<file path="config.mk">
export PLATFORM = sky130hd
export DESIGN_NAME = uart_tx
export DESIGN_NICKNAME = d
export VERILOG_FILES = /design/src/rtl/uart_pkg.sv /design/src/rtl/uart_tx_parity_calc.sv /design/src/rtl/uart_tx.sv
export SDC_FILE = /design/constraint.sdc
export NUM_CORES = 1
export LEC_CHECK = 0
export ABC_AREA = 1
export CAP_MARGIN = 20
export CORE_MARGIN = 2
export CORE_UTILIZATION = 39
export CTS_BUF_LIST = sky130_fd_sc_hd__clkbuf_16
export DETAILED_ROUTE_END_ITERATION = 12
export PLACE_DENSITY = 0.56
export SYNTH_ARGS = -nofsm -noshare
export SYNTH_HDL_FRONTEND = slang
export SYNTH_SLANG_ARGS = --single-unit
</file>
<file path="constraint.sdc">
create_clock -name CLK -period 2.2 [get_ports CLK]
set_input_delay 0.33 -clock CLK [delete_from_list [all_inputs] [get_ports CLK]]
set_output_delay 0.33 -clock CLK [all_outputs]
set_load 0.1 [all_outputs]
</file>
<file path="src/rtl/uart_pkg.sv">
// uart_pkg: definitions shared by the UART transmit path and any future
// loopback/receive-side checker.
//   uart_state_t       : transmitter FSM state encoding
//   PAR_EVEN, PAR_ODD  : values of the PAR_TYP control bit
//   UART_DATA_WIDTH    : default payload width
package uart_pkg;

    typedef enum logic [2:0] {
        IDLE   = 3'd0,
        START  = 3'd1,
        DATA   = 3'd2,
        PARITY = 3'd3,
        STOP   = 3'd4
    } uart_state_t;

    localparam logic PAR_EVEN = 1'b0;
    localparam logic PAR_ODD  = 1'b1;

    localparam int UART_DATA_WIDTH = 8;

endpackage

</file>
<file path="src/rtl/uart_tx_parity_calc.sv">
// parity_calc: combinational parity generator.
// The polarity matches the receive-side checker.
//   data       : latched payload
//   par_typ    : PAR_ODD or PAR_EVEN
//   parity_bit : bit to place on the line after the payload
module parity_calc
    import uart_pkg::*;
#(
    parameter int DATA_WIDTH = UART_DATA_WIDTH
) (
    input  logic [DATA_WIDTH-1:0] data,
    input  logic                  par_typ,
    output logic                  parity_bit
);

    // Even: the XOR of the payload. Odd: its complement.
    assign parity_bit = (par_typ == PAR_ODD) ? ~(^data) : (^data);

endmodule

</file>
<file path="src/rtl/uart_tx.sv">
// uart_tx: UART transmit serializer.
// Frame = start(0), DATA_WIDTH data bits LSB first, optional parity, stop(1).
// Each bit is Prescale clock cycles wide; a Prescale of 0 is treated as 1.
// Ports:
//   CLK, RST    : clock (rising edge), asynchronous active-low reset
//   P_DATA      : payload, latched on acceptance
//   Data_Valid  : send request, accepted only in IDLE
//   PAR_EN      : insert parity bit (latched on acceptance)
//   PAR_TYP     : 1 = odd, 0 = even (latched on acceptance)
//   Prescale    : cycles per bit (latched on acceptance)
//   TX_OUT      : registered serial line, idle high
//   busy        : registered, high while a frame is in progress
// Build option: UART_TX_TWO_STOP_EN gives two stop bits (STOP lasts
// 2*Prescale cycles); busy still falls at the end of the final stop bit.
//
// state  | meaning
// IDLE   | line high, waiting for Data_Valid
// START  | driving the start bit (0)
// DATA   | driving data[bit_idx]
// PARITY | driving the parity bit
// STOP   | driving the stop bit(s) (1)
module uart_tx
    import uart_pkg::*;
#(
    parameter int DATA_WIDTH = UART_DATA_WIDTH,
    parameter int PRESCALE_W = 6
) (
    input  logic                  CLK,
    input  logic                  RST,
    input  logic [DATA_WIDTH-1:0] P_DATA,
    input  logic                  Data_Valid,
    input  logic                  PAR_EN,
    input  logic                  PAR_TYP,
    input  logic [PRESCALE_W-1:0] Prescale,
    output logic                  TX_OUT,
    output logic                  busy
);

    localparam int IDX_W = (DATA_WIDTH > 1) ? $clog2(DATA_WIDTH) : 1;
    localparam logic [IDX_W-1:0] LAST_IDX = IDX_W'(DATA_WIDTH - 1);

`ifdef UART_TX_TWO_STOP_EN
    localparam logic TWO_STOP = 1'b1;
`else
    localparam logic TWO_STOP = 1'b0;
`endif

    uart_state_t           state;
    logic [DATA_WIDTH-1:0] data_q;
    logic                  par_en_q;
    logic                  par_typ_q;
    logic [PRESCALE_W-1:0] prescale_q;
    logic [PRESCALE_W-1:0] cyc_cnt;
    logic [IDX_W-1:0]      bit_idx;
    logic [IDX_W-1:0]      idx_nxt;
    logic                  stop_second;
    logic                  last_cyc;
    logic                  parity_bit;

    parity_calc #(.DATA_WIDTH(DATA_WIDTH)) u_parity (
        .data       (data_q),
        .par_typ    (par_typ_q),
        .parity_bit (parity_bit)
    );

    // prescale_q is never 0 while a frame is active, so the subtraction
    // cannot wrap during a frame.
    assign last_cyc = (cyc_cnt == (prescale_q - PRESCALE_W'(1)));
    assign idx_nxt  = bit_idx + IDX_W'(1);

    always_ff @(posedge CLK or negedge RST) begin
        if (!RST) begin
            state       <= IDLE;
            data_q      <= '0;
            par_en_q    <= 1'b0;
            par_typ_q   <= 1'b0;
            prescale_q  <= '0;
            cyc_cnt     <= '0;
            bit_idx     <= '0;
            stop_second <= 1'b0;
            TX_OUT      <= 1'b1;
            busy        <= 1'b0;
        end else begin
            case (state)
                IDLE: begin
                    if (Data_Valid) begin
                        data_q      <= P_DATA;
                        par_en_q    <= PAR_EN;
                        par_typ_q   <= PAR_TYP;
                        prescale_q  <= (Prescale == '0) ? PRESCALE_W'(1) : Prescale;
                        cyc_cnt     <= '0;
                        bit_idx     <= '0;
                        stop_second <= 1'b0;
                        TX_OUT      <= 1'b0;
                        busy        <= 1'b1;
                        state       <= START;
                    end
                end
                START: begin
                    if (last_cyc) begin
                        cyc_cnt <= '0;
                        TX_OUT  <= data_q[0];
                        state   <= DATA;
                    end else begin
                        cyc_cnt <= cyc_cnt + PRESCALE_W'(1);
                    end
                end
                DATA: begin
                    if (last_cyc) begin
                        cyc_cnt <= '0;
                        if (bit_idx == LAST_IDX) begin
                            if (par_en_q) begin
                                TX_OUT <= parity_bit;
                                state  <= PARITY;
                            end else begin
                                TX_OUT <= 1'b1;
                                state  <= STOP;
                            end
                        end else begin
                            bit_idx <= idx_nxt;
                            TX_OUT  <= data_q[idx_nxt];
                        end
                    end else begin
                        cyc_cnt <= cyc_cnt + PRESCALE_W'(1);
                    end
                end
                PARITY: begin
                    if (last_cyc) begin
                        cyc_cnt <= '0;
                        TX_OUT  <= 1'b1;
                        state   <= STOP;
                    end else begin
                        cyc_cnt <= cyc_cnt + PRESCALE_W'(1);
                    end
                end
                STOP: begin
                    if (last_cyc) begin
                        cyc_cnt <= '0;
                        if (TWO_STOP && !stop_second) begin
                            stop_second <= 1'b1;
                        end else begin
                            busy  <= 1'b0;
                            state <= IDLE;
                        end
                    end else begin
                        cyc_cnt <= cyc_cnt + PRESCALE_W'(1);
                    end
                end
                default: begin
                    TX_OUT <= 1'b1;
                    busy   <= 1'b0;
                    state  <= IDLE;
                end
            endcase
        end
    end

endmodule
</file>
==> run metrics <==
clk slew on worst S/H paths=0.05 ns; crit-path cells=inv_1, ha_1, xor2_1, nand3_1, nor2_2, nand3_4, a21oi_4, nand2_2, nand2_1, nand2_1; Via Count=1592; final WL=3770 um; syn avg cell area=7.46 sq um; die width=73 um; Crit path max-delay family=simple AND/OR/NAND/NOR gates; Rows=25; CTS H-tree depth=2; Num CTS Buffers=5; Worst VDD drop=0.550 mV; Fillers=453; skew final=0.00601 ns; Power per Cell Area=1590 nW/um^2; crit-path max cell delay=0.38 ns; Syn Nets=272; largest net degree at the start of global routing=31; layout cells sized above 1=0.108; I/O pins=21; Area Overhead vs Synth=22.1%; outcome=completed; CP startpoint kind=flip-flop; Top cell by count, worst path=nand2_1; Synth Register Bits=30; final worst path period need=1.83 ns; routed length per instance=11.4 um; die height=73 um; Synth top area share=0.391; initial DRC count=69; met3 routed wirelength=137 um; detailed-router iteration count before antenna repair=4; Netlist cell types=29; Max Slew Vio Count=0; f_max=0.547 GHz; core area=4660 sq um; Finished Core Util=0.486; CTS sink cnt=30; M1 WL=1800 um; post-route clock period utilization=0.831; GPL Wtd Cong=0.821; Max clock buf depth=2; Post CTS Setup Buffer Count=0; crit path capture type=flip-flop; Crit path required time=2.37 ns; global-route wire length before repair=6990 um; GRT overflow=0; DRC Markers=0; I/O Buffers=20; Starting Density=0.398; uppermost layer routed=met4; # setup viols final=0; clock root buffer=clkbuf_16; Setup TNS Final=0 ns; sequential element share of the synthesized area=0.405; via-per-instance ratio=4.81; CP max FO=8; unrepaired setup endpoints after global routing=false; Max-slew headroom=0.739; Worst Hold Class=input pin to asynchronous set/reset pin; CTS tree=built; synthesized instance count=249; post-DP HPWL=2870 um; Synth area leaders=dfrtp_1 39%, nand2_1 18%, nand3_1 6.7%; largest area contributor in the netlist=dfrtp_1; Worst path slowest cell=dfrtp_1; Final ANT Viol Nets=0; WL met2=1760 um; critical path class=flip-flop to flip-flop; worst skew pair latency=0.28 ns; Buf+Inv Stages, Crit Path=1; Final nets=299; mapped cell area=1860 sq um; yosys warns=0; WP data arrival=2.00 ns; CTS resizes=0; initial antenna violation count=0; MaxCap Viol Count=0; # diodes=0; die area=5330 sq um; hold-fix buffers at CTS=0; Pleak=1.14 nW; vias in the first global route=1538; Fin. Hold Viols=0; GRT Total Usage=0.171; Slew @ Worst Pin=0.392 ns
-- registers in the layout, indices dropped and copies added (netlist names) --
register    count
cyc_cnt         6
data_q          8
TX_OUT          1
par_typ_q       1
busy            1
prescale_q      6
par_en_q        1
bit_idx         3
state           3
-- Yosys cell counts, drive strengths merged --
| cell type | number |
|---|---|
| nand2 | 93 |
| inv | 32 |
| dfrtp | 29 |
| nand3 | 27 |
| nor2 | 14 |
| o21ai | 14 |
| xor2 | 10 |
| o22ai | 5 |
| xnor2 | 5 |
| ha | 4 |
| a21oi | 3 |
| clkbuf | 3 |
| nor3 | 3 |
| nand3b | 2 |
| o211ai | 2 |
| a211oi | 1 |
| dfstp | 1 |
| nor4 | 1 |
-- routing by layer --
| layer | track usage | up-vias |
|---|---|---|
| met1 | 0.235 | 718 |
| met5 | 0 | - |
| li1 | - | 841 |
| met4 | 0.0679 | 0 |
| met3 | 0.0456 | 6 |
| met2 | 0.256 | 27 |
-- final timing paths --
kind / start / end / slack (ns) / cells after the start
worst max-delay path: prescale_q[1] / bit_idx[0] / 0.37 / 10
worst min-delay path: RST / prescale_q[0] / 0.45 / 2
worst max register to register: prescale_q[1] / bit_idx[0] / 0.37 / 10
worst min register to register: TX_OUT / TX_OUT / 0.47 / 2
max in group asynchronous: RST / TX_OUT / 1.43 / 2
min in group CLK: TX_OUT / TX_OUT / 0.47 / 2
-- cell usage in the layout, fill, tap and decap left out, types with 3 or more instances in the layout --
cell type        instances
xnor2_1                  5
inv_2                    6
nand2_2                  3
nand3_1                 25
nand2_1                 90
o22ai_1                  5
inv_1                   29
nor2_1                  11
ha_1                     4
clkdlybuf4s50_1         18
xor2_1                   9
dfrtp_1                 29
clkbuf_16                5
buf_4                    5
o21ai_0                 13
-- kinds of logic (layout without fill, tap and decap cells) --
family	after synthesis	in the layout	synth area share
AO/OA/AOI/OAI	25	25	0.0849
XOR/XNOR	15	15	0.0748
adder cells (fa/ha/maj)	4	4	0.0270
buffers and inverters	35	63	0.0708
flip-flops	30	30	0.405
AND/OR/NAND/NOR	140	140	0.338
-- report_power, final --
group          switching, mW  leakage (nW)  internal, mW  total, mW
Sequential             0.268         0.379         0.808       1.08
Combinational           1.18         0.681         0.712       1.90
Clock                  0.235        0.0776         0.405      0.640
-- per-stage QoR --
stage	power (mW)	instance area [sq um]	std cells	hold slack [ns]	worst slack [ns]
CTS	3.66	2270	331	0.470	0.353
finish	3.61	2270	331	0.448	0.371
global placement	3.00	2130	323	0.467	0.407
detailed placement	3.00	2130	323	0.474	0.373
floorplan	2.60	1860	249	0.0344	0.513
global route	4.00	2270	331	0.484	0.163
-- layout make-up --
cell class                      instances  area (sq um)  area share
Inverter                               32           120      0.0530
Sequential cell                        30           752       0.332
Multi-Input combinational cell        184           973       0.429
Clock inverter                          3          11.3     0.00497
Timing Repair Buffer                   23           218      0.0960
Clock buffer                            5           125      0.0552
Tap cell                               54          67.6      0.0298
Power figures use the tool's default switching activity.
